==> config.mk <==
export PLATFORM = sky130hd
export DESIGN_NAME = am74ls259_scan
export DESIGN_NICKNAME = d
export VERILOG_FILES = /design/src/rtl/am74ls_pkg.sv /design/src/rtl/am74ls259_core.sv /design/src/rtl/am74ls259_scan.sv
export SDC_FILE = /design/constraint.sdc
export NUM_CORES = 1
export LEC_CHECK = 0
export CAP_MARGIN = 25
export CORE_AREA = 5 5 42 44
export DETAILED_ROUTE_END_ITERATION = 6
export DIE_AREA = 0 0 47 49
export DONT_BUFFER_PORTS = 1
export PLACE_DENSITY_LB_ADDON = 0.3
export SETUP_SLACK_MARGIN = 0.05
export SLEW_MARGIN = 0
export SYNTH_ARGS = -nofsm -noshare
export SYNTH_HDL_FRONTEND = slang
export SYNTH_SLANG_ARGS = --single-unit
==> constraint.sdc <==
create_clock -name clk -period 1.2 [get_ports clk]
set_input_delay 0.3 -clock clk [delete_from_list [all_inputs] [get_ports clk]]
set_output_delay 0.3 -clock clk [all_outputs]
set_load 0.02 [all_outputs]
==> src/rtl/am74ls_pkg.sv <==
// am74ls_pkg: shared types and constants for the am74ls259_scan block.
//   mode_t        manual operating mode, encoded directly as {clr_, g_}
//   scan_state_t  scan sequencer state encoding
//   SETTLE_MIN/MAX  legal range of the settle-time parameter
//   decode_mode() turns the two active-low control pins into a mode_t
package am74ls_pkg;

  typedef enum logic [1:0] {
    DEMUX  = 2'b00,  // clr_=0 g_=0
    CLEAR  = 2'b01,  // clr_=0 g_=1
    LATCH  = 2'b10,  // clr_=1 g_=0
    MEMORY = 2'b11   // clr_=1 g_=1
  } mode_t;

  typedef enum logic [1:0] {
    IDLE   = 2'b00,
    SETUP  = 2'b01,
    SAMPLE = 2'b10,
    DONE   = 2'b11
  } scan_state_t;

  localparam int SETTLE_MIN = 1;
  localparam int SETTLE_MAX = 15;
  localparam int CNT_W      = 4;   // wide enough for SETTLE_MAX-1

  function automatic mode_t decode_mode(input logic clr_n, input logic g_n);
    return mode_t'({clr_n, g_n});
  endfunction

endpackage

==> src/rtl/am74ls259_core.sv <==
// am74ls259_core: clocked 8-bit addressable latch (74LS259 function).
// Ports:
//   clk, rst      rising-edge clock, synchronous active-high reset (q <= QRESET)
//   d, addr[2:0]  data bit and bit address for latch/demux modes
//   mode[1:0]     {clr_, g_} as decoded by am74ls_pkg::mode_t
//   manual_en     when low, the manual mode is not applied this edge
//   load_en       parallel load of load_val; overrides any manual mode
//   load_val[7:0] parallel word (scan result)
//   q[7:0]        latched word
module am74ls259_core
  import am74ls_pkg::*;
#(
  parameter logic [7:0] QRESET = 8'h00
) (
  input  logic       clk,
  input  logic       rst,
  input  logic       d,
  input  logic [2:0] addr,
  input  logic [1:0] mode,
  input  logic       manual_en,
  input  logic       load_en,
  input  logic [7:0] load_val,
  output logic [7:0] q
);

  mode_t mode_e;
  assign mode_e = mode_t'(mode);

  // NOTE: state registers use non-blocking (<=) so every flop samples the
  // pre-edge values; blocking here would create order-dependent simulation.
  always_ff @(posedge clk) begin
    if (rst) begin
      q <= QRESET;
    end else if (load_en) begin
      q <= load_val;
    end else if (manual_en) begin
      case (mode_e)
        LATCH:   q[addr] <= d;
        DEMUX:   q       <= 8'(d) << addr;
        CLEAR:   q       <= 8'h00;
        default: q       <= q;          // MEMORY
      endcase
    end
  end

endmodule

==> src/rtl/am74ls259_scan.sv <==
// am74ls259_scan: addressable latch plus optional scan sequencer that walks an
// external am74ls251 8-to-1 mux and assembles its y output into q.
// Build option: define AM74LS259_SCAN_EN to build the scan sequencer; without it
// scan_start/y_in are ignored and the scan outputs are tied to 0.
// Ports:
//   clk, rst               clock, synchronous active-high reset
//   d, a, b, c, g_, clr_   manual 74LS259 interface, addr = {c,b,a}
//   q[7:0]                 latched parallel word
//   scan_start, y_in       scan request and external mux output
//   sel_a, sel_b, sel_c    mux select lines, sel_c is the MSB
//   scan_busy, scan_done   busy flag and one-cycle completion pulse
module am74ls259_scan
  import am74ls_pkg::*;
#(
  parameter int         SETTLE = 2,       // SETTLE_MIN..SETTLE_MAX
  parameter logic [7:0] QRESET = 8'h00
) (
  input  logic       clk,
  input  logic       rst,
  input  logic       d,
  input  logic       a,
  input  logic       b,
  input  logic       c,
  input  logic       g_,
  input  logic       clr_,
  output logic [7:0] q,
  input  logic       scan_start,
  input  logic       y_in,
  output logic       sel_a,
  output logic       sel_b,
  output logic       sel_c,
  output logic       scan_busy,
  output logic       scan_done
);

  mode_t      mode;
  logic       manual_en;
  logic       load_en;
  logic [7:0] load_val;

  assign mode = decode_mode(clr_, g_);

`ifdef AM74LS259_SCAN_EN

  localparam logic [CNT_W-1:0] RELOAD = CNT_W'(SETTLE - 1);

  scan_state_t      state_q, state_d;
  logic [2:0]       sel_q, sel_d;
  logic [CNT_W-1:0] cnt_q, cnt_d;
  logic [7:0]       shadow_q, shadow_d;
  logic             done_d;
  logic             scanning;

  // SETUP/SAMPLE lock out manual writes; DONE lets them through but the
  // parallel load of the scan result takes priority inside the core.
  assign scanning  = (state_q == SETUP) || (state_q == SAMPLE);
  assign manual_en = !scanning || (mode == CLEAR);

  always_comb begin
    // NOTE: every combinational output gets a default first, so no path
    // through the case leaves a signal unassigned and infers a latch.
    state_d  = state_q;
    sel_d    = sel_q;
    cnt_d    = cnt_q;
    shadow_d = shadow_q;
    done_d   = 1'b0;
    load_en  = 1'b0;
    case (state_q)
      IDLE: begin
        if (scan_start) begin
          state_d  = SETUP;
          sel_d    = 3'd0;
          cnt_d    = RELOAD;
          shadow_d = 8'h00;
        end
      end
      SETUP: begin
        if (cnt_q == '0) state_d = SAMPLE;
        else             cnt_d   = cnt_q - 1'b1;
      end
      SAMPLE: begin
        shadow_d[sel_q] = y_in;
        if (sel_q == 3'd7) begin
          state_d = DONE;
        end else begin
          sel_d   = sel_q + 3'd1;
          cnt_d   = RELOAD;
          state_d = SETUP;
        end
      end
      DONE: begin
        load_en = 1'b1;
        done_d  = 1'b1;
        sel_d   = 3'd0;
        state_d = IDLE;
      end
      default: state_d = IDLE;
    endcase
    // A manual clear during the active scan abandons it without a done pulse.
    if (scanning && mode == CLEAR) begin
      state_d = IDLE;
      sel_d   = 3'd0;
    end
  end

  // NOTE: the shadow word is reset along with the control state; it is only
  // eight flops and this keeps its contents deterministic after reset.
  always_ff @(posedge clk) begin
    if (rst) begin
      state_q   <= IDLE;
      sel_q     <= 3'd0;
      cnt_q     <= '0;
      shadow_q  <= 8'h00;
      scan_done <= 1'b0;
    end else begin
      state_q   <= state_d;
      sel_q     <= sel_d;
      cnt_q     <= cnt_d;
      shadow_q  <= shadow_d;
      scan_done <= done_d;
    end
  end

  assign load_val  = shadow_q;
  assign scan_busy = (state_q != IDLE);
  assign {sel_c, sel_b, sel_a} = sel_q;

`else

  logic unused_scan;
  assign unused_scan = scan_start ^ y_in;

  assign manual_en = 1'b1;
  assign load_en   = 1'b0;
  assign load_val  = 8'h00;
  assign sel_a     = 1'b0;
  assign sel_b     = 1'b0;
  assign sel_c     = 1'b0;
  assign scan_busy = 1'b0;
  assign scan_done = 1'b0;

`endif

  am74ls259_core #(
    .QRESET (QRESET)
  ) u_core (
    .clk       (clk),
    .rst       (rst),
    .d         (d),
    .addr      ({c, b, a}),
    .mode      (mode),
    .manual_en (manual_en),
    .load_en   (load_en),
    .load_val  (load_val),
    .q         (q)
  );

endmodule

==> flow_metrics.py, run 1 <==
metrics = {
    "status": {
        "outcome": "finished clean",
    },
    "routing": {
        "drc": 0,
        "vias_per_cell": 5.32,
        "drt_iter0_markers": 3,
        "vias": 303,
        "drtAntennaViolNets": 0,
        "dr.pass1.iters": 3,
        "wl_per_cell_um": 15.4,
        "routed_wl_um": 880,
    },
    "cts": {
        "cts_resized": 0,
        "ctsLongestPathBuffers": 2,
        "cts_setup_buffers": 0,
        "htreeDepth": 1,
        "ctsHoldBuffers": 0,
        "cts_made_buffers": 3,
        "cts_tree": "done",
        "clkLatencyLatePin_ps": 250,
        "cts_sinks": 8,
        "clk_pin_slew_ps": 60,
        "cts-root-buf": "clkbuf_4",
    },
    "global_routing": {
        "grtUsageMet3_pct": 8.12,
        "grt_pass1_vias": 290,
        "grt_antenna_before_repair": 0,
        "grt_pass1_wl_um": 1390,
        "grt_max_degree": 10,
        "grt_usage_pct": 8.60,
        "overflow": 0,
        "grtUsageMet2_pct": 12.2,
        "grt_util_met1_pct": 8.17,
        "grt.busiest_layer": "met2",
    },
    "min_path": {
        "holdCritPathClass": "in -> reg",
        "hold_start": "clr_",
        "hold_depth": 2,
    },
    "sta": {
        "timing.final.crit_period_ps": 1010,
        "finalHoldViolations": 0,
        "setup_viol": 0,
        "fin_tns_setup_ps": 0,
        "max_clock_freq_ghz": 0.986,
        "rsz0062_at_grt": "false",
        "skew_ps": 0,
        "maxSlewViolCount": 0,
        "fin_crit_sh_pct": 84.5,
        "holdWs_ps": 201,
    },
    "synth": {
        "synth-seq-cells": 8,
        "netlist.area_leader.share_pct": 36.8,
        "syn_area_um2": 435,
        "yosysWarnings": 0,
        "synth_seq_area_share_pct": 36.8,
        "synth_cell_type_count": 13,
        "yosys-top-cells-area": "dfxtp_1 (37%), mux2i_1 (18%), nand3b_1 (14%)",
        "syn_avg_cell_area_um2": 10.6,
        "syn_inst": 41,
        "yosys.area.top_type": "dfxtp_1",
    },
    "setup_path": {
        "cp.depth": 0,
        "end_kind": "primary output",
        "crit_fanout": 2,
        "worstPathRequired_ps": 900,
        "ff2ff_path_depth": 2,
        "cp.arrival_ps": 710,
        "critical_path_class": "reg -> out",
        "startpoint_type": "flip-flop",
        "reg2reg_setup_slack_ps": 430,
    },
    "cells_and_area": {
        "syn_to_final_growth_pct": 2.59,
        "drive_above_1_share_pct": 9.76,
        "n_antenna_cell": 0,
        "register_area_um2": 160,
        "multi_input_area_um2": 244,
        "final_util_pct": 31.9,
        "nFillCells": 153,
        "fin_nets": 53,
        "final_area_um2": 447,
    },
    "floorplanning": {
        "die_area_um2": 2300,
        "core_um2": 1400,
        "start_util_pct": 31.1,
        "boundaryPins": 23,
        "die_h_um": 49,
        "die_w_um": 47,
        "rows": 14,
    },
    "placed_design": {
        "place.gp.congestion": 0.626,
        "numPortBuffers": 0,
        "hpwlAfterDp_um": 617,
        "placed_area_um2": 424,
    },
    "pwr": {
        "cellLeakagePower_nw": 0.155,
        "p_per_area_nw_per_um2": 1180,
        "peakVddDrop_uv": 679,
    },
    "flow_run": {
        "maxCapViolCount": 0,
    },
}
[synth_stat cells]
| library cell | instances |
|---|---|
| and4bb_1 | 2 |
| and4bb_2 | 1 |
| buf_1 | 1 |
| buf_4 | 5 |
| clkbuf_2 | 1 |
| conb_1 | 1 |
| dfxtp_1 | 8 |
| mux2i_1 | 8 |
| nand2b_1 | 1 |
| nand3b_1 | 8 |
| nand4b_1 | 1 |
| nor4_1 | 1 |
| nor4b_1 | 3 |
[power breakdown]
group / internal, mW / total (mW) / switching (mW)
Clock: 0.115 / 0.209 / 0.0944
Combinational: 0.0175 / 0.0393 / 0.0218
Sequential: 0.270 / 0.277 / 0.00733
[layout make-up]
class / count / share of cell area (%)
Clock buffer: 3 / 5.04
Sequential cell: 8 / 35.9
Multi-Input combinational cell: 30 / 54.6
Tap cell: 16 / 4.48
[worst max-delay path by stage]
stage,from,end,slack [ps]
final,flip-flop,q[1],190
after global routing,flip-flop,q[1],140
after CTS,flip-flop,q[1],170
after detailed placement,a,flip-flop,230
after global placement,a,flip-flop,220
after floorplan,g_,flip-flop,290
[stage by stage]
stage | cells | power, mW | worst slack [ps]
final | 57 | 0.526 | 186
after global routing | 57 | 0.564 | 139
after global placement | 54 | 0.322 | 223
after detailed placement | 54 | 0.322 | 232
after CTS | 57 | 0.538 | 170
after floorplan | 45 | 0.336 | 294
[metal layers]
| layer | up-vias | part of all wire (%) | routed length, um |
|---|---|---|---|
| met5 | - | 0 | 0 |
| met4 | 0 | 0 | 0 |
| met3 | 0 | 15 | 133 |
| met2 | 15 | 45 | 398 |
| met1 | 145 | 40 | 348 |
| li1 | 143 | - | - |
[cell usage in the layout, fill, tap and decap left out]
| cell type | Yosys | routed |
|---|---|---|
| clkbuf_4 | 0 | 3 |
| and4bb_2 | 1 | 1 |
| conb_1 | 1 | 5 |
| and4bb_1 | 2 | 2 |
| nand4b_1 | 1 | 1 |
| dfxtp_1 | 8 | 8 |
| mux2i_1 | 8 | 8 |
| nand3b_1 | 8 | 8 |
| nor4_1 | 1 | 1 |
| nor4b_1 | 3 | 3 |
| nand2b_1 | 1 | 1 |
[cells by family after synthesis]
group / share of synthesized area (%)
buffers and inverters: 10.6
other: 0.861
AND/OR/NAND/NOR: 33.3
multiplexers: 18.4
flip-flops: 36.8
(Power assumes the default switching activity.)
==> run 2, diff against run 1 <==
clock period = 0.92 ns   (was 1.2 ns; I/O delays follow)
==> flow_metrics.py, run 2 (synthesis gave the netlist of run 1 again) <==
metrics = {
    "cts": {
        "cts_sinks": 8,
        "cts_setup_buffers": 0,
        "htreeDepth": 1,
        "cts_tree": "done",
        "clk_pin_slew_ps": 60,
        "clkLatencyLatePin_ps": 250,
        "cts_made_buffers": 3,
        "cts-root-buf": "clkbuf_4",
        "ctsLongestPathBuffers": 2,
    },
    "routing": {
        "route.met2.wl_um": 418,
        "routed_wl_um": 906,
        "topRoutingLayerUsed": "met4",
        "vias_per_cell": 5.21,
        "vias": 297,
        "dr_wl_met3_um": 134,
        "drt_iter0_markers": 0,
        "dr.pass1.iters": 1,
        "drc": 0,
        "m1WireLength_um": 344,
        "drtAntennaViolNets": 0,
        "wl_per_cell_um": 15.9,
    },
    "setup_path": {
        "end_kind": "primary output",
        "critical_path_class": "reg -> out",
        "endpoint": "q[1]",
        "cp.arrival_ps": 640,
        "crit_fanout": 2,
        "worstPathRequired_ps": 690,
        "startpoint_type": "flip-flop",
        "ff2ff_path_depth": 2,
        "cp.depth": 0,
        "reg2reg_setup_slack_ps": 230,
    },
    "sta": {
        "skew_ps": 0,
        "holdWs_ps": 121,
        "max_clock_freq_ghz": 1.14,
        "setup_viol": 0,
        "maxSlewViolCount": 0,
        "fin_tns_setup_ps": 0,
        "timing.final.crit_period_ps": 873,
        "fin_crit_sh_pct": 94.9,
        "rsz0062_at_grt": "true",
        "finalHoldViolations": 0,
    },
    "min_path": {
        "hold_start": "clr_",
        "holdCritPathClass": "in -> reg",
    },
    "cells_and_area": {
        "n_antenna_cell": 0,
        "final_cell_mix": "nand3b_1 (8), mux2i_1 (8), dfxtp_4 (8), conb_1 (5)",
        "drive_above_1_share_pct": 29.3,
        "fin_nets": 53,
        "fin_cells": 57,
        "syn_to_final_growth_pct": 9.48,
        "final_area_um2": 477,
    },
    "global_routing": {
        "grt_pass1_wl_um": 1460,
        "overflow": 0,
        "grt_usage_pct": 9.03,
        "grt_antenna_before_repair": 0,
        "grt_max_degree": 10,
        "grt_pass1_vias": 295,
    },
    "floorplanning": {
        "core_um2": 1400,
        "die_w_um": 47,
        "die_h_um": 49,
        "die_area_um2": 2300,
        "start_util_pct": 31.1,
        "rows": 14,
        "boundaryPins": 23,
    },
    "flow_run": {
        "maxCapViolCount": 0,
    },
    "pwr": {
        "cellLeakagePower_nw": 0.161,
        "p_per_area_nw_per_um2": 1400,
        "peakVddDrop_uv": 900,
    },
    "placed_design": {
        "placed_cells_incl_taps": 54,
        "hpwlAfterDp_um": 617,
        "numPortBuffers": 0,
        "placed_area_um2": 424,
        "place.gp.congestion": 0.626,
    },
    "status": {
        "outcome": "finished clean",
    },
}
[run 2: worst min path at each step]
stage	to	slack, ps	depth (start not counted)
after floorplan	flip-flop	420	2
after global placement	flip-flop	400	2
after detailed placement	flip-flop	400	2
after CTS	flip-flop	120	2
after global routing	flip-flop	110	2
final	flip-flop	120	2
[run 2: final cells by class]
cell class                      count  area [um2]
Tap cell                           16        20.0
Sequential cell                     8         190
Fill cell                         155         925
Clock buffer                        3        22.5
Multi-Input combinational cell     30         244
[run 2: metrics by stage]
step / utilization [%] / total power, mW / setup slack (ps)
6_report: 34.0 / 0.669 / 46.5
5_1_grt: 34.0 / 0.718 / 18.7
4_1_cts: 34.0 / 0.682 / 35.5
3_5_place_dp: 30.3 / 0.420 / 21.7
3_3_place_gp: 30.3 / 0.420 / 12.6
2_1_floorplan: - / 0.438 / 83.9
[run 2: per-layer routing]
layer,vias up,global-route usage [%]
met5,-,0
met4,0,4.15
met3,2,8.12
met2,15,13.1
met1,137,8.63
li1,143,-
[run 2: timing repair]
| action | in CTS | in global routing |
|---|---|---|
| gates resized for setup | 16 | 0 |
| setup endpoints to repair | 8 | 8 |
| hold buffers | 0 | 0 |
[run 2: report_power, final]
part,internal [mW],leakage [nW],switching [mW],total [mW]
logic,0.0229,0.0765,0.0286,0.0514
registers,0.332,0.0710,0.00958,0.342
clock network,0.150,0.0138,0.126,0.275
total,0.505,0.161,0.164,0.669
==> run 3, diff against run 2 <==
--- a/constraint.sdc
+++ b/constraint.sdc
@@ -3,2 +3,2 @@
 set_output_delay 0.23 -clock clk [all_outputs]
-set_load 0.02 [all_outputs]
+set_load 0.1 [all_outputs]
==> flow_metrics.py, run 3 (synthesis gave the netlist of run 1 again) <==
metrics = {
    "pwr": {
        "cellLeakagePower_nw": 0.232,
        "pwr-share-comb_pct": 22.7,
        "peakVddDrop_uv": 620,
        "clkPwrFrac_pct": 34.8,
        "design_power_total_mw": 0.795,
        "p_per_area_nw_per_um2": 1230,
        "p_sw_share_pct": 34.0,
        "seq_power_share_pct": 42.4,
        "p_int_mw": 0.524,
        "switchingPower_mw": 0.270,
    },
    "cts": {
        "ctsLongestPathBuffers": 2,
        "clk_pin_slew_ps": 60,
        "clkLatencyLatePin_ps": 260,
        "cts-root-buf": "clkbuf_4",
        "cts_made_buffers": 3,
        "cts_resized": 0,
        "htreeDepth": 1,
        "cts_sinks": 8,
        "cts_tree": "done",
    },
    "setup_path": {
        "crit_family": "flip-flops",
        "cp.arrival_ps": 790,
        "worstPathRequired_ps": 690,
        "crit_fanout": 2,
        "reg2reg_setup_slack_ps": 190,
        "end_kind": "primary output",
        "crit_chain": "buf_12",
        "slowest_delay_ps": 360,
        "critical_path_class": "reg -> out",
        "crit_path_top_delay_cell": "dfxtp_4",
        "critPathBufInv": 1,
        "startpoint_type": "flip-flop",
    },
    "routing": {
        "drc": 0,
        "dr.pass1.iters": 2,
        "dr_wl_met3_um": 98,
        "vias_per_cell": 5.20,
        "drt_iter0_markers": 8,
        "route.met2.wl_um": 480,
        "drtAntennaViolNets": 0,
        "m1WireLength_um": 354,
        "vias": 343,
        "wl_per_cell_um": 14.6,
        "topRoutingLayerUsed": "met4",
        "routed_wl_um": 964,
    },
    "sta": {
        "maxSlewViolCount": 0,
        "finalHoldViolations": 0,
        "rsz0062_at_grt": "true",
        "skew_ps": 0,
        "setup_viol": 8,
        "fin_crit_sh_pct": 111,
        "max_clock_freq_ghz": 0.983,
        "timing.final.crit_period_ps": 1020,
        "setup_slack_ps": -97.8,
    },
    "cells_and_area": {
        "nFillCells": 138,
        "final_cell_mix": "nand3b_1 (8), mux2i_1 (8), dfxtp_4 (8), buf_12 (8), conb_1 (5)",
        "syn_to_final_growth_pct": 48.0,
        "final_area_um2": 644,
        "multi_input_area_um2": 244,
        "fin_nets": 62,
        "register_area_um2": 190,
        "fin_cells": 66,
        "drive_above_1_share_pct": 42.0,
        "n_antenna_cell": 0,
    },
    "global_routing": {
        "grt_antenna_before_repair": 0,
        "grt_max_degree": 10,
        "grt_pass1_vias": 326,
        "grt_usage_pct": 9.09,
        "grt_pass1_wl_um": 1410,
        "overflow": 0,
    },
    "floorplanning": {
        "die_h_um": 49,
        "core_um2": 1400,
        "start_util_pct": 31.1,
        "boundaryPins": 23,
        "die_area_um2": 2300,
        "die_w_um": 47,
        "rows": 14,
    },
    "status": {
        "violations": "setup timing",
        "outcome": "finished with violations",
    },
    "min_path": {
        "holdCritPathClass": "in -> reg",
    },
    "placed_design": {
        "numPortBuffers": 0,
        "place_ws_ps": -35.7,
        "place.gp.congestion": 0.724,
        "placed_area_um2": 614,
        "placed_cells_incl_taps": 62,
    },
    "flow_run": {
        "maxCapViolCount": 0,
    },
}
-- run 3: cell count changes in the layout (fill, tap and decap cells not counted), sizes merged --
cell  before  now
buf        0    9
-- run 3: power by group through the flow --
stage | Clock, mW | Sequential [mW] | Combinational (mW)
after detailed placement | 0 | 0.345 | 0.180
after floorplan | 0 | 0.379 | 0.141
after global routing | 0.297 | 0.338 | 0.185
after global placement | 0 | 0.345 | 0.179
final | 0.277 | 0.337 | 0.181
after CTS | 0.288 | 0.337 | 0.180
-- run 3: repair_timing --
action / 4_1_cts / 5_1_grt
hold buffers: 0 / 0
buffers inserted: 0 / 1
setup endpoints to repair: 8 / 8
-- run 3: cell type report --
type	instances	area share, %
clock buffer	3	3.50
timing repair buffer	9	26.0
sequential	8	29.5
multi-input combinational	30	37.9
tap	16	3.11
-- run 3: final timing paths --
kind | startpoint | endpoint | cells past startpoint
max | flip-flop | q[5] | 1
min | clr_ | flip-flop | 2
max reg2reg | flip-flop | flip-flop | 3
min reg2reg | flip-flop | flip-flop | 2
-- run 3: per-stage QoR --
stage | TNS [ps] | hold WS, ps | util (%)
final | -736 | 121 | 46.0
after global routing | -881 | 130 | 46.0
after CTS | -807 | 121 | 45.4
after detailed placement | -53.5 | 390 | 43.8
after global placement | 0 | 389 | 43.8
after floorplan | 0 | 405 | -
-- run 3: routing by layer --
| metal | up-vias | track usage [%] |
|---|---|---|
| met5 | - | 0 |
| met4 | 0 | 8.29 |
| met3 | 5 | 3.32 |
| li1 | 161 | - |
| met1 | 158 | 8.37 |
| met2 | 19 | 14.5 |
